## config.mk

```make
export PLATFORM = sky130hd
export DESIGN_NAME = hazard_stall_ctrl
export DESIGN_NICKNAME = d
export VERILOG_FILES = /design/src/rtl/hazard_stall_ctrl.sv
export SDC_FILE = /design/constraint.sdc
export NUM_CORES = 1
export LEC_CHECK = 0
export CAP_MARGIN = 20
export CORE_ASPECT_RATIO = 0.8
export CORE_UTILIZATION = 40
export DETAILED_ROUTE_END_ITERATION = 12
export GPL_TIMING_DRIVEN = 1
export PLACE_DENSITY = 0.68
export SYNTH_ARGS = -nofsm -noshare
export SYNTH_HDL_FRONTEND = slang
export SYNTH_SLANG_ARGS = --single-unit
```

## constraint.sdc

```tcl
create_clock -name clk -period 6 [get_ports clk]
set_input_delay 1.2 -clock clk [delete_from_list [all_inputs] [get_ports clk]]
set_output_delay 1.2 -clock clk [all_outputs]
set_load 0.02 [all_outputs]
```

## src/rtl/hazard_stall_ctrl.sv

```systemverilog
// Pipeline hazard/stall sequencer: memory freeze, branch flush, load-use bubble, fetch bubble.
// Control enables are combinational; mem_timeout and stall_cycles are registered.
module hazard_stall_ctrl #(
    parameter int unsigned MEM_TIMEOUT = 64,
    parameter int unsigned CNT_W       = 32
) (
    input  logic             clk,
    input  logic             rst,
    input  logic [4:0]       IFIDrs1,
    input  logic [4:0]       IFIDrs2,
    input  logic [4:0]       IDEXrd,
    input  logic             IDEXmemread,
    input  logic             branch_taken,
    input  logic             dmem_req,
    input  logic             dmem_ready,
    input  logic             imem_ready,
    output logic             pc_write,
    output logic             ifid_write,
    output logic             ifid_flush,
    output logic             idex_write,
    output logic             idex_flush,
    output logic             exmem_write,
    output logic             MEMWBstall,
    output logic             mem_timeout,
    output logic [CNT_W-1:0] stall_cycles
);

    localparam int unsigned WaitW = $clog2(MEM_TIMEOUT) + 1;

    typedef enum logic {StRun, StMemWait} state_e;

    state_e             state_q, state_d;
    logic [WaitW-1:0]   wait_cnt_q, wait_cnt_d;
    logic               mem_timeout_q, mem_timeout_d;
    logic [CNT_W-1:0]   stall_cycles_q, stall_cycles_d;

    logic timeout_hit;
    logic freeze;
    logic load_use;

    always_comb begin
        timeout_hit = (state_q == StMemWait) && !dmem_ready &&
                      (wait_cnt_q == WaitW'(MEM_TIMEOUT - 1));
        freeze      = ((state_q == StRun) && dmem_req && !dmem_ready) ||
                      ((state_q == StMemWait) && !dmem_ready && !timeout_hit);
        load_use    = IDEXmemread && (IDEXrd != 5'd0) &&
                      ((IDEXrd == IFIDrs1) || (IDEXrd == IFIDrs2));
    end

    always_comb begin
        pc_write    = 1'b1;
        ifid_write  = 1'b1;
        ifid_flush  = 1'b0;
        idex_write  = 1'b1;
        idex_flush  = 1'b0;
        exmem_write = 1'b1;
        MEMWBstall  = 1'b0;
        if (rst) begin
            pc_write    = 1'b0;
            ifid_write  = 1'b0;
            ifid_flush  = 1'b1;
            idex_write  = 1'b0;
            idex_flush  = 1'b1;
            exmem_write = 1'b0;
            MEMWBstall  = 1'b1;
        end else if (freeze) begin
            pc_write    = 1'b0;
            ifid_write  = 1'b0;
            idex_write  = 1'b0;
            exmem_write = 1'b0;
            MEMWBstall  = 1'b1;
        end else if (branch_taken) begin
            // The dependent instruction is flushed, so no load-use bubble is needed.
            ifid_flush = 1'b1;
            idex_flush = 1'b1;
        end else if (load_use) begin
            pc_write   = 1'b0;
            ifid_write = 1'b0;
            idex_flush = 1'b1;
        end else if (!imem_ready) begin
            pc_write   = 1'b0;
            ifid_flush = 1'b1;
        end
    end

    always_comb begin
        state_d        = state_q;
        wait_cnt_d     = wait_cnt_q;
        mem_timeout_d  = 1'b0;
        stall_cycles_d = stall_cycles_q;
        if (freeze) begin
            state_d    = StMemWait;
            wait_cnt_d = (state_q == StRun) ? WaitW'(1) : wait_cnt_q + WaitW'(1);
        end else begin
            state_d       = StRun;
            wait_cnt_d    = '0;
            mem_timeout_d = timeout_hit;
        end
        if (!pc_write && (stall_cycles_q != '1)) begin
            stall_cycles_d = stall_cycles_q + CNT_W'(1);
        end
    end

    always_ff @(posedge clk) begin
        if (rst) begin
            state_q        <= StRun;
            wait_cnt_q     <= '0;
            mem_timeout_q  <= 1'b0;
            stall_cycles_q <= '0;
        end else begin
            state_q        <= state_d;
            wait_cnt_q     <= wait_cnt_d;
            mem_timeout_q  <= mem_timeout_d;
            stall_cycles_q <= stall_cycles_d;
        end
    end

    assign mem_timeout  = mem_timeout_q;
    assign stall_cycles = stall_cycles_q;

endmodule

```

==> results.toml <==
[status]
outcome = "finished clean"

[layout]
area_growth_pct = 30.3
ff_latch_area_um2 = 821
nFillCells = 552
final_common_cell = "clkdlybuf4s50_1"
nNetsFinal = 359
multiInputGateArea_mm2 = 0.00143
n_antenna_cell = 0
mostFrequentLayoutCells = "61 x clkdlybuf4s50_1, 41 x dfxtp_1, 28 x a21oi_1"
drive_gt1_share_pct = 6.87
final_cells = 413

[logic_synthesis]
synthFlopType = "dfxtp_1"
syn_nets = 306
synth-seq-cells = 41
async_flop_share_pct = 0
yosysWarnings = 0
syn_area_mm2 = 0.00238
seq_area_frac_synth_pct = 34.5
synth_cell_type_count = 42
syn-instance-count = 282
avgSynthCellArea_um2 = 8.43
synth_edf_count = 0

[detailed_routing]
wl_per_cell_um = 14.2
vias = 2312
drc = 0
via_per_inst = 5.60
wl_um = 5860
ant_nets = 0
dr.first_iter.drc_count = 92
dr.pass1.iters = 4

[pwr]
clock_power_share_pct = 35.1
power_leakage_nw = 0.968
power_frac_comb_pct = 12.7
p_switching_w = 0.000133
p_int_w = 0.000398
powerDensity_mw_per_mm2 = 171
peakVddDrop_uv = 96.4
sequentialPowerShare_pct = 52.3
p_sw_share_pct = 25.0

[sta]
tightest_slew_ns = 0.699
setup_viol = 0
slew_viol_final = 0
fin_crit_ns = 4.83
rsz0062_at_grt = "false"
max_freq_ghz = 0.207
fin_tns_setup_ns = 0
skew_ns = 0.0106
relSlewSlack_pct = 53.3
post-route-period-util_pct = 80.4
hold_viol = 0

[critical_path]
crit_required_ns = 4.80
worstPathArrival_ns = 3.63
crit_path_start_kind = "primary input"
cp-end-kind = "primary output"
worstSetupPathType = "in -> out"
cp_max_fo = 3

[global_routing]
grt_max_degree = 61
grt_pass1_wl_um = 9440
grt_pass1_vias = 2001
antenna_found_initial = 0
grt_usage_pct = 19.0
grt_overflow_total = 0

[floorplanning]
rows = 24
dieArea_mm2 = 0.00625
design.core.area_mm2 = 0.00559
die_w_um = 88.2
ios = 62
initial_core_util_pct = 42.5
die_height_um = 70.9

[placement]
io_buffers = 61
dp_cells = 406
gp_congestion = 0.713
hpwl_um = 4090

[min_path]
hp-class = "reg -> reg"

[clock_network]
numCtsBuffers = 5
cts_hold_buf = 0
cts.clk_slew.worst_paths_ns = 0.08
htreeDepth = 2
cts_tree = "done"
clockRootBuffer = "clkbuf_8"
clk_latency_ns = 0.29
postCtsSetupBuffers = 0
cts_resized = 0
cts_buffer_depth = 2
clock_sinks = 41

[run]
max_cap_violations = 0
==> state kept, by name, summed over array words and instances, names as in the netlist <==
| register | cells |
|---|---|
| stall_cycles | 32 |
| wait_cnt_q | 7 |
| mem_timeout | 1 |
| state_q | 1 |
==> through the flow <==
step	instance area, um^2	worst slack [ns]	hold slack (ns)	util, %	total power [W]
5_1_grt	3100	1.02	0.528	55.4	0.000555
2_1_floorplan	2380	2.06	0.447	-	0.000323
6_report	3100	1.17	0.499	55.4	0.000531
4_1_cts	3100	1.14	0.494	55.4	0.000538
3_5_place_dp	3010	1.16	0.479	53.8	0.000351
3_3_place_gp	3010	1.14	0.473	53.8	0.000351
==> kinds of logic (layout without fill, tap and decap cells) <==
group / count (synthesis) / count (layout) / share of synthesized area (%)
DFF: 41 / 41 / 34.5
adders and majority gates: 2 / 2 / 1.05
and+or+nand+nor: 129 / 129 / 31.8
AOI/OAI and AO/OA: 66 / 66 / 18.6
xor gates and xnor gates: 15 / 15 / 5.53
muxes: 4 / 4 / 2.53
buffers and inverters: 25 / 78 / 5.95
==> cells in the mapped netlist, types with 4 or more instances <==
master / count / share of area [%]
dfxtp_1: 41 / 35
a21oi_1: 28 / 5.9
or4_1: 22 / 7.0
nand2_1: 20 / 3.2
nand3_1: 19 / 4.0
nor2_1: 19 / 3.0
o31ai_1: 18 / 5.7
xnor2_1: 13 / 4.8
and3_1: 9 / 2.4
clkbuf_1: 8 / 1.3
inv_1: 7 / 1.1
nand4_1: 7 / 1.8
o21ai_1: 7 / 1.5
nor2b_1: 6 / 1.6
buf_6: 5 / 2.4
or3_1: 5 / 1.3
mux2_4: 4 / 2.5
nor4_1: 4 / 1.1
==> power groups by stage <==
stage               clock [W]  combinational, W  sequential [W]
global placement            0         0.0000668        0.000284
finish               0.000186         0.0000673        0.000278
CTS                  0.000193         0.0000679        0.000277
detailed placement          0         0.0000676        0.000284
floorplan                   0         0.0000378        0.000285
global route         0.000204         0.0000731        0.000278
==> critical path: stages <==
cell and delay [ns]:
clkdlybuf4s50_1 0.47, or4_1 0.54, o21ai_1 0.17, nor2_1 0.10
a2111oi_4 0.47, clkdlybuf4s50_1 0.69
==> layout make-up <==
| class | instances | share of cell area (%) |
|---|---|---|
| flip-flops and latches | 41 | 26.5 |
| repair buffers | 64 | 20.4 |
| multi-input cells | 216 | 46.1 |
| clock buffers | 6 | 2.67 |
| inverters | 7 | 0.848 |
| well taps | 78 | 3.15 |
| clock inverters | 1 | 0.242 |
==> metal layers <==
metal  global-route usage [%]  vias to the layer above  routed length (um)  share of wire (%)
li1                         -                     1172                   -                  -
met1                     26.8                     1077                2960                 51
met2                     29.8                       59                2540                 43
met3                     4.32                        4                 324                5.5
met4                     3.76                        0                  27               0.46
met5                        0                        -                   0                  0
==> path summary, 6_finish.rpt <==
path,start,endpoint,slack (ns),cells past startpoint
setup / recovery,IDEXrd[1],pc_write,1.17,6
hold reg to reg,stall_cycles[27]$_SDFFE_PP0P_,stall_cycles[27]$_SDFFE_PP0P_,0.50,2
setup reg to reg,stall_cycles[14]$_SDFFE_PP0P_,stall_cycles[21]$_SDFFE_PP0P_,3.36,6
hold / removal,stall_cycles[27]$_SDFFE_PP0P_,stall_cycles[27]$_SDFFE_PP0P_,0.50,2
(Power assumes the default switching activity.)
